===== config.mk =====
export PLATFORM = sky130hd
export DESIGN_NAME = spi_fetch_buffer
export DESIGN_NICKNAME = d
export VERILOG_FILES = /design/src/rtl/spi_flash_pkg.sv /design/src/rtl/fetch_line_store.sv /design/src/rtl/spi_fetch_buffer.sv
export SDC_FILE = /design/constraint.sdc
export NUM_CORES = 1
export LEC_CHECK = 0
export ABC_AREA = 1
export BUFFER_PORTS_ARGS = -buffer_cell sky130_fd_sc_hd__buf_2
export CORE_MARGIN = 2
export CORE_UTILIZATION = 56
export DETAILED_ROUTE_END_ITERATION = 10
export PLACE_DENSITY = 0.87
export SLEW_MARGIN = 30
export SYNTH_ARGS = -nofsm -noshare
export SYNTH_HDL_FRONTEND = slang
export SYNTH_HIERARCHICAL = 1
export SYNTH_SLANG_ARGS = --single-unit
export TNS_END_PERCENT = 100

===== constraint.sdc =====
create_clock -name CLK -period 7.1 [get_ports CLK]
set_input_delay 0.71 -clock CLK [delete_from_list [all_inputs] [get_ports CLK]]
set_output_delay 0.71 -clock CLK [all_outputs]
set_load 0.1 [all_outputs]

===== src/rtl/spi_flash_pkg.sv =====
// Shared types for the SPI flash fetch path: response codes, fetch FSM states, default line size.
// Latency: n/a (types only).
// Backpressure: n/a.
package spi_flash_pkg;

    typedef enum logic [1:0] {
        RESP_OKAY   = 2'b00,
        RESP_SLVERR = 2'b10
    } resp_t;

    typedef enum logic [1:0] {
        ST_IDLE,
        ST_FILL_AR,
        ST_FILL_R,
        ST_RESP
    } fetch_state_t;

    localparam int LINE_WORDS_DEF = 4;

endpackage


===== src/rtl/fetch_line_store.sv =====
// One-line buffer: word array, tag and valid bit, plus the combinational hit compare.
// Latency: hit and rd_word are combinational from lookup_addr; writes land on the next clk.
// Backpressure: none; the owner sequences writes and valid updates.
module fetch_line_store
    import spi_flash_pkg::*;
#(
    parameter int ADDR_W     = 32,
    parameter int DATA_W     = 32,
    parameter int LINE_WORDS = LINE_WORDS_DEF,
    localparam int OFS_W     = $clog2(LINE_WORDS)
) (
    input  logic              clk,
    input  logic              rst,
    input  logic [ADDR_W-1:2] lookup_addr,
    input  logic              tag_wr,
    input  logic              wr_en,
    input  logic [OFS_W-1:0]  wr_idx,
    input  logic [DATA_W-1:0] wr_dat,
    input  logic              valid_set,
    input  logic              valid_clr,
    output logic              hit,
    output logic [DATA_W-1:0] rd_word
);

    logic [ADDR_W-OFS_W-3:0] tag_q;
    logic                    valid_q;
    logic [DATA_W-1:0]       data_q [LINE_WORDS];

    // Tag and valid; a clear wins over a set so a flush is never lost.
    always_ff @(posedge clk) begin
        if (rst) begin
            tag_q   <= '0;
            valid_q <= 1'b0;
        end else begin
            if (tag_wr)
                tag_q <= lookup_addr[ADDR_W-1:OFS_W+2];
            if (valid_clr)
                valid_q <= 1'b0;
            else if (valid_set)
                valid_q <= 1'b1;
        end
    end

    // Word array needs no reset: it is only read while valid_q is set.
    always_ff @(posedge clk) begin
        if (wr_en)
            data_q[wr_idx] <= wr_dat;
    end

    assign hit     = valid_q && (tag_q == lookup_addr[ADDR_W-1:OFS_W+2]);
    assign rd_word = data_q[lookup_addr[OFS_W+1:2]];

endmodule


===== src/rtl/spi_fetch_buffer.sv =====
// Read-only one-line buffer between the CPU AXI4-lite read channel and the quad-SPI reader.
// Latency: hit 1 cycle to s_rvalid; miss 1 + LINE_WORDS x downstream beat latency.
// Backpressure: s_arready only in IDLE with init_done; response held until s_rready; one read outstanding downstream.
module spi_fetch_buffer
    import spi_flash_pkg::*;
#(
    parameter int ADDR_W     = 32,
    parameter int DATA_W     = 32,
    parameter int LINE_WORDS = LINE_WORDS_DEF
) (
    input  logic              CLK,
    input  logic              RST,
    input  logic              init_done,
    input  logic              flush,
    input  logic [ADDR_W-1:0] s_araddr,
    input  logic              s_arvalid,
    output logic              s_arready,
    output logic [DATA_W-1:0] s_rdata,
    output logic [1:0]        s_rresp,
    output logic              s_rvalid,
    input  logic              s_rready,
    output logic [ADDR_W-1:0] m_araddr,
    output logic              m_arvalid,
    input  logic              m_arready,
    input  logic [DATA_W-1:0] m_rdata,
    input  logic [1:0]        m_rresp,
    input  logic              m_rvalid,
    output logic              m_rready,
    output logic              rd_en,
    output logic [15:0]       hit_cnt,
    output logic [15:0]       miss_cnt
);

    localparam int OFS_W = $clog2(LINE_WORDS);

    fetch_state_t      state_q, state_d;
    logic [ADDR_W-1:0] addr_q;
    logic [OFS_W-1:0]  beat_q;
    logic [DATA_W-1:0] rdata_q;
    resp_t             rresp_q;
    logic              flush_pend_q;
    logic [15:0]       hit_cnt_q, miss_cnt_q;

    logic              hit, accept, in_fill, resp_done;
    logic              beat_done, beat_err, last_beat;
    logic [DATA_W-1:0] line_word;
    logic              unused_byte_ofs;

    assign unused_byte_ofs = ^s_araddr[1:0];

    assign accept    = s_arready && s_arvalid;
    assign in_fill   = (state_q == ST_FILL_AR) || (state_q == ST_FILL_R);
    assign resp_done = (state_q == ST_RESP) && s_rready;
    assign beat_done = (state_q == ST_FILL_R) && m_rvalid;
    assign beat_err  = (m_rresp != RESP_OKAY);
    assign last_beat = (beat_q == OFS_W'(LINE_WORDS - 1));

    fetch_line_store #(
        .ADDR_W     (ADDR_W),
        .DATA_W     (DATA_W),
        .LINE_WORDS (LINE_WORDS)
    ) u_line (
        .clk         (CLK),
        .rst         (RST),
        .lookup_addr (s_araddr[ADDR_W-1:2]),
        .tag_wr      (accept && !hit),
        .wr_en       (beat_done && !beat_err),
        .wr_idx      (beat_q),
        .wr_dat      (m_rdata),
        .valid_set   (beat_done && !beat_err && last_beat),
        .valid_clr   ((accept && !hit)
                      || (flush && ((state_q == ST_IDLE) || (state_q == ST_RESP)))
                      || (resp_done && flush_pend_q)),
        .hit         (hit),
        .rd_word     (line_word)
    );

    // State register.
    always_ff @(posedge CLK) begin
        if (RST)
            state_q <= ST_IDLE;
        else
            state_q <= state_d;
    end

    // Next state and handshake outputs; everything idles at zero.
    always_comb begin
        state_d   = state_q;
        s_arready = 1'b0;
        s_rvalid  = 1'b0;
        s_rdata   = '0;
        s_rresp   = RESP_OKAY;
        m_arvalid = 1'b0;
        m_araddr  = '0;
        m_rready  = 1'b0;
        rd_en     = 1'b0;
        case (state_q)
            ST_IDLE: begin
                s_arready = init_done && !RST;
                if (s_arready && s_arvalid)
                    state_d = hit ? ST_RESP : ST_FILL_AR;
            end
            ST_FILL_AR: begin
                rd_en     = 1'b1;
                m_arvalid = 1'b1;
                m_araddr  = {addr_q[ADDR_W-1:OFS_W+2], beat_q, 2'b00};
                if (m_arready)
                    state_d = ST_FILL_R;
            end
            ST_FILL_R: begin
                rd_en    = 1'b1;
                m_rready = 1'b1;
                if (m_rvalid)
                    state_d = (beat_err || last_beat) ? ST_RESP : ST_FILL_AR;
            end
            ST_RESP: begin
                s_rvalid = 1'b1;
                s_rdata  = rdata_q;
                s_rresp  = rresp_q;
                if (s_rready)
                    state_d = ST_IDLE;
            end
            default: state_d = ST_IDLE;
        endcase
    end

    // Request address, beat counter, response capture and deferred flush.
    always_ff @(posedge CLK) begin
        if (RST) begin
            addr_q       <= '0;
            beat_q       <= '0;
            rdata_q      <= '0;
            rresp_q      <= RESP_OKAY;
            flush_pend_q <= 1'b0;
        end else begin
            if (accept) begin
                addr_q  <= s_araddr;
                beat_q  <= '0;
                rresp_q <= RESP_OKAY;
                rdata_q <= hit ? line_word : '0;
            end
            if (beat_done) begin
                if (beat_err) begin
                    rresp_q <= RESP_SLVERR;
                    rdata_q <= '0;
                end else begin
                    if (beat_q == addr_q[OFS_W+1:2])
                        rdata_q <= m_rdata;
                    if (!last_beat)
                        beat_q <= beat_q + 1'b1;
                end
            end
            if (flush && in_fill)
                flush_pend_q <= 1'b1;
            else if (resp_done)
                flush_pend_q <= 1'b0;
        end
    end

    // Saturating hit/miss statistics, counted at request accept.
    always_ff @(posedge CLK) begin
        if (RST) begin
            hit_cnt_q  <= '0;
            miss_cnt_q <= '0;
        end else if (accept) begin
            if (hit) begin
                if (hit_cnt_q != 16'hFFFF)
                    hit_cnt_q <= hit_cnt_q + 16'd1;
            end else if (miss_cnt_q != 16'hFFFF) begin
                miss_cnt_q <= miss_cnt_q + 16'd1;
            end
        end
    end

    assign hit_cnt  = hit_cnt_q;
    assign miss_cnt = miss_cnt_q;

endmodule


# Yosys cells after proc, flatten, opt, wreduce, memory -nomap -nowiden
# Memory sizes are Yosys's and may differ from the RTL's.
# Index checks and enable logic that the tools add are counted.
classes:
  bitwise_logic: 1
  reduce_logical: 28
  add_sub_neg: 3
  muxes: 31
  n_eq_ne: 12
ops:
  columns: ["cell", "n"]
  rows:
  - ["32-bit two-way mux", 7]
  - ["16-bit by 1-bit adder with 16-bit output, second input constant", 2]
  - ["16-bit inequality test, second input constant", 2]
  - ["28-bit equality test", 1]
  - ["2-bit two-way mux", 14]
  - ["1-bit logical AND", 12]
  - ["1-bit two-way mux", 9]
  - ["2-bit one-hot mux with 4 select lines", 1]
  - ["2-bit equality test, second input constant", 3]
  - ["2-bit inequality test, second input constant", 3]
  - ["3-bit AND reduction", 2]
  - ["1-bit logical OR", 5]
  - ["4-bit AND reduction", 1]
  - ["2-bit nonzero test", 2]
  - ["2-bit OR reduction", 2]
  - ["1-bit zero test", 3]
  - ["2-bit by 1-bit adder with 2-bit output, second input constant", 1]
  - ["2-bit by 1-bit equality test with 1-bit output, second input constant", 1]
  - ["2-bit equality test", 1]
  - ["2-bit zero test", 1]
  - ["2-bit by 1-bit inequality test with 1-bit output, second input constant", 1]
  - ["1-bit inverter", 1]
word_totals:
  out_inout_bits: 103
  elab_cells: 86
  memories: 1
  inputBits: 74
  reg_bits: 132
  ram_bits: 128
mem_list:
  columns: ["name", "words", "word_bits", "rd", "rd_ports_with_merged_regs", "wr", "line_no", "text"]
  rows:
  - ["u_line.data_q", 4, 32, 1, 0, 1, "fetch_line_store.sv:27", "logic [DATA_W-1:0] data_q [LINE_WORDS];"]

# Logic depth before layout (Yosys ltp)
# Gate-level depths: netlist of run 1.
logic_depth:
  ltp_word: 8
  depth_mapped: 18
  depth_no_buf: 16

# Cells and area by module
# The synthesis of run 1 kept the hierarchy.
by_module_without_submodules:
  columns: ["mod", "cells_each", "n_inst", "seq_area_each_um2", "area_each_um2"]
  rows:
  - ["fetch_line_store", 561, 1, 4424.2, 6426.2]
  - ["spi_fetch_buffer", 978, 1, 2021.9, 5898.2]

# Least setup slack after synthesis of run 1
# OpenSTA, ideal clock, no wires.
synth_path:
  path_kind: "register to register"
  start: "register state_q[0]"
  end: "memory u_line.data_q[2][0], enable pin"
  required_time_ns: 6.639
  path_buffers: 1
  t_arrival_ns: 4.316
  setup_ns: 0.461
  stages_incl_launch_ff: 10
  setup_slack_ns: 2.323
  synth_period_minus_slack_ns: 4.777
  cell_sequence: "dfxtp_1 -> inv_1 -> ha_1 -> nand2_2 -> inv_1 -> nand2_1 -> inv_1 -> buf_2 -> inv_1 -> nor3_1"
synth_via:
  elab_chain_len: 5
synth_lines:
  columns: ["element", "line_no", "text"]
  rows:
  - ["start, declared", "spi_fetch_buffer.sv:36", "fetch_state_t state_q, state_d;"]
  - ["start signal, assigned", "spi_fetch_buffer.sv:83", "state_q <= state_d;"]
  - ["2-bit equality test", "spi_fetch_buffer.sv:54", "assign beat_done = (state_q == ST_FILL_R) && m_rvalid;"]
  - ["1-bit logical AND", "spi_fetch_buffer.sv:54", null]
  - ["1-bit logical AND", "spi_fetch_buffer.sv:67", ".wr_en (beat_done && !beat_err),"]
  - ["1-bit two-way mux", "fetch_line_store.sv:46", "if (wr_en)"]
  - ["1-bit two-way mux (implied by the code)", "fetch_line_store.sv:47", "data_q[wr_idx] <= wr_dat;"]
  - ["end, declared", "fetch_line_store.sv:27", null]
# No other way between the ends.

# Worst setup path in the final report of run 1
layout_path:
  start: "input port RST"
  end: "register rdata_q[30]"
layout_via:
  elab_chain_len: 8
layout_lines:
  columns: ["element", "line_no", "text"]
  rows:
  - ["start, declared", "spi_fetch_buffer.sv:12", "input logic RST,"]
  - ["1-bit zero test", "spi_fetch_buffer.sv:99", "s_arready = init_done && !RST;"]
  - ["1-bit logical AND", "spi_fetch_buffer.sv:99", null]
  - ["1-bit two-way mux", "spi_fetch_buffer.sv:97", "case (state_q)"]
  - ["1-bit logical AND", "spi_fetch_buffer.sv:51", "assign accept = s_arready && s_arvalid;"]
  - ["32-bit two-way mux", "spi_fetch_buffer.sv:136", "if (accept) begin"]
  - ["32-bit two-way mux", "spi_fetch_buffer.sv:147", "if (beat_q == addr_q[OFS_W+1:2])"]
  - ["32-bit two-way mux", "spi_fetch_buffer.sv:143", "if (beat_err) begin"]
  - ["32-bit two-way mux", "spi_fetch_buffer.sv:142", "if (beat_done) begin"]
  - ["end signal, assigned", "spi_fetch_buffer.sv:140", "rdata_q <= hit ? line_word : '0;"]
  - ["end signal, assigned", "spi_fetch_buffer.sv:148", "rdata_q <= m_rdata;"]
  - ["end, declared", "spi_fetch_buffer.sv:39", "logic [DATA_W-1:0] rdata_q;"]
# Several ways; a longest one is shown, not always the timed one.
# A chain may end at the register's enable or synchronous reset.

==> impl_results.md, run 1 <==
- Combinational share of power: around 14%
- DR iter-0 viols: 868
- Share of cells above drive strength 1: 16.0%
- Xor and xnor fraction of the mapped netlist area: 1.26%
- Area occupied by multi-input gates: 4620 um2
- Critical path's top delay family: buffers and inverters
- Worst endpoint required time: roughly 7.6 ns
- Register area share after synthesis: between 50 and 60%
- Crit share post-route: about half
- MaxCap Viol Count: 0
- Layout Nets: approximately 1800
- GRT overflow: 0
- Synth Area in Compound Gates: 12.6%
- Commonest non-fill, non-tap cell in the layout: nand2_1
- Setup_tns: 0 ns
- Yosys reg bits: 258
- Worst Clk Skew: 0.0194 ns
- Total leakage power: just over 0.006 uW
- Multiplexer share of the synthesized area: 0%
- H-Tree Depth: 1
- Mapped cell area: 12300 um2
- Slew @ Worst Pin: 0.906 ns
- Slew headroom: 39.6%
- Final Max Tran Viols: 0
- Routed length per placed instance: 15.5 um
- Vias in the first global route: a little over 10000
- Crit path top cell by count: nand2_1
- Clock Latency Late Sink: approximately 0.53 ns
- Layout Cells excl Fill: 1981
- Vias/cell: between 5 and 6
- Total power: 3570 uW
- CTS tree: built
- # setup viols final: 0
- Initial Utilization: 56.8%
- DR DRC count: 0
- Crit path max fanout: 73
- CTS root buffer: clkbuf_16
- Sw power: 1000 uW
- Post-detailed-route count of antenna-violating nets: 0
- Commonest cells after routing, fill and taps aside: 442 x nand2_1, 214 x inv_1, 171 x buf_2
- Setup bufs post-CTS: 0
- First-pass GRT wire length: 48.9 mm
- Cell count after placement: roughly 1900
- Core area: 21700 um2
- Routability cong.: 0.826
- Die Wd: ~150 um
- Clock sink total: roughly 260
- Post-Synth Adder-Cell Area: 0.812%
- Pin count of the biggest net entering global routing: 74
- Final core occ: 65.2%
- Gr usage total: 25.4%
- Max Buffers Root-to-Sink: 3
- CTS clock-pin slew for the worst setup and hold paths: 0.06 ns
- Syn_area_per_cell: 8.01 um2
- Final Hold Viols: 0
- Sw Ratio: 28.0%
- RSZ-0062 raised after global routing: no
- FF/Latch Area: 6450 um2
- Via count: 10781
- CP startpoint kind: primary input
- Filler cells: 1717
- Max VDD drop: 0.212 mV
- Status: finished, final reports clean
- Distinct cells, synth: 36
- Max Freq: 281 MHz
- Final WL: 30.8 mm
- Worst Path Buf+Inv: 5
- WS Path Type: primary input to flip-flop
- Sequential power share: 45.6%
- Buffers on Ports: 172
- Rows: 54
- Simple-gate share of the synthesized area: 22.4%
- Largest family of logic cells by synthesized area: simple AND/OR/NAND/NOR gates
- PD cells: ~250 nW/um2
- Cells after Synth: 1539
- Chip Height: between 150 and 200 um
- HPWL Detailed: 18.7 mm
- Slowest stage delay, CP: 0.71 ns
- IO Pins: 177
- Hold WC Path Type: primary input to flip-flop
- Resized cells post-CTS: 0
- Worst path slowest cell: buf_4
- Die area: 23200 um2
- Crit path DAT: 4.03 ns
- CTS Hold Bufs: 0
- YS warnings: 6
- Crit-path cells: buf_4 -> inv_2 -> nand4_4 -> inv_2 -> buf_4 -> nand2_1 -> o21ai_0 -> nand2_1 -> nand2_1 -> inv_1 -> nor2_1
- First drt pass iteration count: 7
- Min Clock Period, post-route: between 3 and 4 ns
- Internal power: 2570 uW
- Setup crit end kind: flip-flop
- Initial antenna violation count: 4
- Synth-to-layout area growth: 14.7%
- Clock share of power: 39.9%
- CTS Buf Count: 27
-- final timing paths --
kind | start | endpoint | slack [ns] | cells after the start
hold / removal | m_rdata[22] | u_line/data_q[1][22]$_DFFE_PP_ | 0.41 | 1
setup reg to reg | state_q[0]$_SDFFE_PP0P_ | u_line/data_q[2][16]$_DFFE_PP_ | 3.74 | 10
setup / recovery | RST | rdata_q[30]$_SDFF_PP0_ | 3.54 | 11
hold reg to reg | addr_q[21]$_SDFFE_PP0P_ | addr_q[21]$_SDFFE_PP0P_ | 0.47 | 2
-- per-layer routing --
layer  part of all wire [%]  vias to the layer above  GRT usage [%]  routed length, um
li1                       -                     5220              -                  -
met1                     40                     4979           32.2              12300
met2                     49                      501           44.0              15000
met3                    8.3                       79           4.10               2540
met4                    2.9                        2           9.39                881
met5                  0.023                        -              0                  7
-- cell families after synthesis --
group | count (synthesis)
simple gates | 687
buf+inv | 298
compound gates | 271
flops | 258
xor+xnor | 16
fa+ha+maj | 8
other cells | 1
-- sequential cells by signal, indices dropped and copies added (netlist names) --
register	count
u_line/data_q	128
flush_pend_q	1
beat_q	2
u_line/valid_q	1
rresp_q	2
addr_q	30
state_q	2
hit_cnt	16
miss_cnt	16
rdata_q	32
u_line/tag_q	28
-- cell type report --
class,instances,share of cell area (%)
sequential,258,45.6
multi-input combinational,984,32.7
timing repair buffer,187,6.90
inverter,219,5.87
clock buffer,34,5.25
tap,280,2.48
clock inverter,16,1.18
antenna,3,0.0531
-- power by group through the flow --
stage / logic [uW] / clock network (uW) / registers (uW)
global placement: 499 / 0 / 1660
finish: 517 / 1430 / 1630
detailed placement: 512 / 0 / 1660
floorplan: 401 / 0 / 1660
global route: 556 / 1500 / 1630
CTS: 515 / 1440 / 1630
-- cell usage after synthesis --
| cell type | number | area, um2 |
|---|---|---|
| a211oi_1 | 7 | 52.6 |
| a211oi_2 | 15 | 188 |
| a21oi_1 | 94 | 470 |
| a31oi_1 | 1 | 6.26 |
| buf_1 | 2 | 7.51 |
| buf_2 | 24 | 120 |
| buf_4 | 13 | 97.6 |
| buf_6 | 14 | 158 |
| clkbuf_1 | 26 | 97.6 |
| conb_1 | 1 | 3.75 |
| dfxtp_1 | 130 | 2600 |
| edfxtp_1 | 128 | 3840 |
| ha_1 | 8 | 100 |
| inv_1 | 214 | 803 |
| inv_2 | 4 | 15.0 |
| inv_8 | 1 | 11.3 |
| nand2_1 | 442 | 1660 |
| nand2_2 | 4 | 25.0 |
| nand3_1 | 24 | 120 |
| nand3b_1 | 3 | 22.5 |
| nand4_1 | 32 | 200 |
| nand4_4 | 1 | 21.3 |
| nor2_1 | 171 | 642 |
| nor2_2 | 1 | 6.26 |
| nor2_4 | 2 | 22.5 |
| nor3_1 | 6 | 30.0 |
| o211ai_1 | 8 | 60.1 |
| o21ai_0 | 59 | 295 |
| o21ai_1 | 53 | 265 |
| o21ai_2 | 1 | 8.76 |
| o21bai_1 | 1 | 7.51 |
| o22ai_1 | 32 | 200 |
| or2_2 | 1 | 6.26 |
| xnor2_1 | 4 | 35.0 |
| xnor2_2 | 2 | 32.5 |
| xor2_1 | 10 | 87.6 |
-- per-stage QoR --
| step | cell area [um2] | hold slack (ns) | setup slack (ns) |
|---|---|---|---|
| 5_1_grt | 14100 | 0.402 | 3.25 |
| 2_1_floorplan | 12300 | 0.430 | 2.32 |
| 3_5_place_dp | 13200 | 0.447 | 3.03 |
| 3_3_place_gp | 13200 | 0.439 | 3.13 |
| 6_report | 14100 | 0.409 | 3.54 |
| 4_1_cts | 14100 | 0.391 | 3.51 |
Note: power is estimated with default switching activity, not from simulation.
==> run 2: changes to the inputs <==
==> constraint.sdc (replaced) <==
create_clock -name CLK -period 3.3 [get_ports CLK]
set_input_delay 0.33 -clock CLK [delete_from_list [all_inputs] [get_ports CLK]]
set_output_delay 0.33 -clock CLK [all_outputs]
set_load 0.1 [all_outputs]
==> run 2 against run 1 <==
Net effect: total power rose by 120%; clock skew decreased by 0.0071 ns; sequential power is 110% higher; final cell count increased by 0.45%; highest routed layer unchanged; largest cell class unchanged; worst hold slack worse by 0.39 ns; die area is the same; non-clock buffer count rose by 6; wire length fell by 2.3%.
==> impl_results.md, run 2 (synthesis results as in run 1) <==
- Clock Latency Late Sink: 0.54 ns (about the same)
- Slew @ Worst Pin: 0.815 ns (-0.0919 ns)
- Crit path max fanout: 35 (-52%)
- First drt pass iteration count: 5 (-2)
- CTS root buffer: clkbuf_16
- Core area: 21700 um2 (unchanged)
- Top reg by flops: u_line/data_q
- Critical R2R Capture: miss_cnt[12]$_SDFFE_PP0P_
- Internal reg-to-reg setup slack: 0.91 ns (-2.83 ns)
- Share of cells above drive strength 1: 16.0% (about the same)
- Filler cells: 1694 (-1.3%)
- Via count: 10600 (-1.7%)
- Max reg flops: 128 (unchanged)
- Synth-to-layout area growth: 15.7%
- Pre-CTS WS: 0.844 ns (-2.19 ns)
- Crit path DAT: 2.32 ns (-1.71 ns)
- Hold Startpoint: m_rdata[26]
- Final Hold Viols: 0 (unchanged)
- Chip Height: 152 um (unchanged)
- Worst Clk Skew: 0.0123 ns (-0.00710 ns)
- CTS clock-pin slew for the worst setup and hold paths: 0.06 ns (about the same)
- CTS tree: built
- GRT overflow: 0 (unchanged)
- Max Freq: 377 MHz
- H-Tree Depth: 1 (unchanged)
- Commonest non-fill, non-tap cell in the layout: nand2_1
- Slowest stage delay, CP: 0.45 ns (-0.26 ns)
- Layout Nets: 1765 (+0.34%)
- Total power: 7850 uW (+120%)
- Internal power: 5660 uW (+120%)
- Crit share post-route: between 80% and 90%
- Critical path's top delay family: buffers and inverters
- Post-detailed-route count of antenna-violating nets: 0 (unchanged)
- Sw power: 2190 uW (+120%)
- Crit-path cells: ha_1 -> buf_4 -> nand2_1 -> inv_1 -> buf_2
- Reg2reg start: state_q[0]$_SDFFE_PP0P_
- Sw Ratio: 27.9% (-0.077 points)
- CTS Buf Count: 27 (unchanged)
- DR DRC count: 0 (unchanged)
- Hold Path Sink: u_line/data_q[2][26]$_DFFE_PP_
- Setup bufs post-CTS: 0 (unchanged)
- RSZ-0062 raised after global routing: no
- Routability cong.: 0.843 (+2.0%)
- Clock sink total: 258 (unchanged)
- Routed length per placed instance: 15.1 um (-2.7%)
- Max VDD drop: 0.518 mV (+140%)
- Initial antenna violation count: 9 (+5)
- First-pass GRT wire length: 48.9 mm (about the same)
- Worst Path Buf+Inv: 3 (-2)
- Die area: 23200 um2 (unchanged)
- Worst hold slack: 0.0201 ns (-0.388 ns)
- IO Pins: 177 (unchanged)
- Total leakage power: 0.00625 uW (+0.73%)
- Worst path slowest cell: buf_4
- Combinational share of power: 14.4% (about the same)
- Buffers on Ports: 172 (unchanged)
- Commonest cells after routing, fill and taps aside: 442 x nand2_1, 214 x inv_1, 171 x buf_2
- WS Path Type: flip-flop to output port
- Sequential power share: 44.7% (-0.9 points)
- Slew headroom: 45.3% (+5.8 points)
- Worst r2r path cells: 9 (-1)
- CP startpoint kind: flip-flop
- Setup_tns: 0 ns (unchanged)
- Vias/cell: 5.33 (-2.1%)
- Max Buffers Root-to-Sink: 3 (unchanged)
- HPWL Detailed: 18.6 mm (-0.96%)
- FF/Latch Area: 6450 um2 (unchanged)
- Min Clock Period, post-route: 2.65 ns
- Rows: 54 (unchanged)
- Clock share of power: 40.9% (+1.0 points)
- DR iter-0 viols: 832 (-4.1%)
- Vias in the first global route: 10230 (+1.1%)
- Area occupied by multi-input gates: 4630 um2 (+0.16%)
- Largest registers: u_line/data_q: 128 flops, rdata_q: 32 flops, addr_q: 30 flops
- Worst endpoint required time: 2.97 ns (-4.60 ns)
- Final WL: 30.1 mm (-2.3%)
- MaxCap Viol Count: 0 (unchanged)
- # setup viols final: 0 (unchanged)
- PD cells: 550 nW/um2 (+120%)
- Setup ws final: 0.650 ns (-2.89 ns)
- Status: finished, final reports clean
- Gr usage total: 25.3% (-0.12 points)
- Hold WC Path Type: primary input to flip-flop
- Initial Utilization: 56.8% (unchanged)
- Die Wd: 152 um (unchanged)
- Final Max Tran Viols: 0 (unchanged)
- Pin count of the biggest net entering global routing: 74 (unchanged)
- Final core occ: 65.7% (+0.55 points)
- Hold path cells: 1 (unchanged)
- Setup crit end kind: output port
## run 2: through the flow
step	cell area [um2]	instances
detailed placement	13300	1931
global placement	13300	1931
CTS	14200	1983
global route	14300	1988
finish	14300	1990
floorplan	12400	1540
## run 2: worst max path at each step
| stage | start | slack [ns] | depth (start not counted) | endpoint |
|---|---|---|---|---|
| detailed placement | s_araddr[28] | 0.84 | 11 | miss_cnt[1]$_SDFFE_PP0P_ |
| floorplan | state_q[0]$_SDFFE_PP0P_ | 0.26 | 9 | u_line/data_q[2][0]$_DFFE_PP_ |
| finish | state_q[0]$_SDFFE_PP0P_ | 0.65 | 5 | s_rdata[4] |
| CTS | state_q[0]$_SDFFE_PP0P_ | 0.62 | 5 | s_rdata[25] |
| global route | state_q[0]$_SDFFE_PP0P_ | 0.52 | 5 | s_rdata[2] |
| global placement | s_araddr[4] | 0.91 | 10 | miss_cnt[1]$_SDFFE_PP0P_ |
## run 2: what timing repair did
| item | in CTS | in global routing |
|---|---|---|
| hold endpoints to repair | 12 | 0 |
| gates resized for setup | 0 | 0 |
| hold buffers | 3 | 0 |
## run 2: routing by layer
metal	track usage [%]	wire length (um)	share of wire, %	vias to the layer above
met5	0	13	0.043	-
met4	9.97	792	2.6	2
met3	4.95	2570	8.5	65
met2	43.1	14400	48	442
met1	31.8	12300	41	4851
li1	-	-	-	5240
## run 2: power groups by stage
stage / Clock (uW) / Combinational [uW] / Sequential [uW]
after floorplan: 0 / 865 / 3580
after global placement: 0 / 1090 / 3570
after detailed placement: 0 / 1120 / 3570
after CTS: 3260 / 1130 / 3500
after global routing: 3370 / 1230 / 3510
final: 3210 / 1130 / 3500
## run 2: worst reg2reg max path, stage by stage, from the launching register on
cell and delay [ns]:
dfxtp_1 0.35, inv_1 0.12, ha_1 0.28, nand4_4 0.17, inv_2 0.48, nand2_1 0.20, nor2_4 0.41, nand3_1 0.13
nand2_1 0.08, nor2_1 0.04
## run 2: final cells by class
cell class / count / share of cell area, %
Antenna cell: 7 / 0.123
Clock buffer: 31 / 4.98
Clock inverter: 18 / 1.65
Inverter: 219 / 5.82
Multi-Input combinational cell: 984 / 32.5
Sequential cell: 258 / 45.2
Tap cell: 280 / 2.46
Timing Repair Buffer: 193 / 7.30
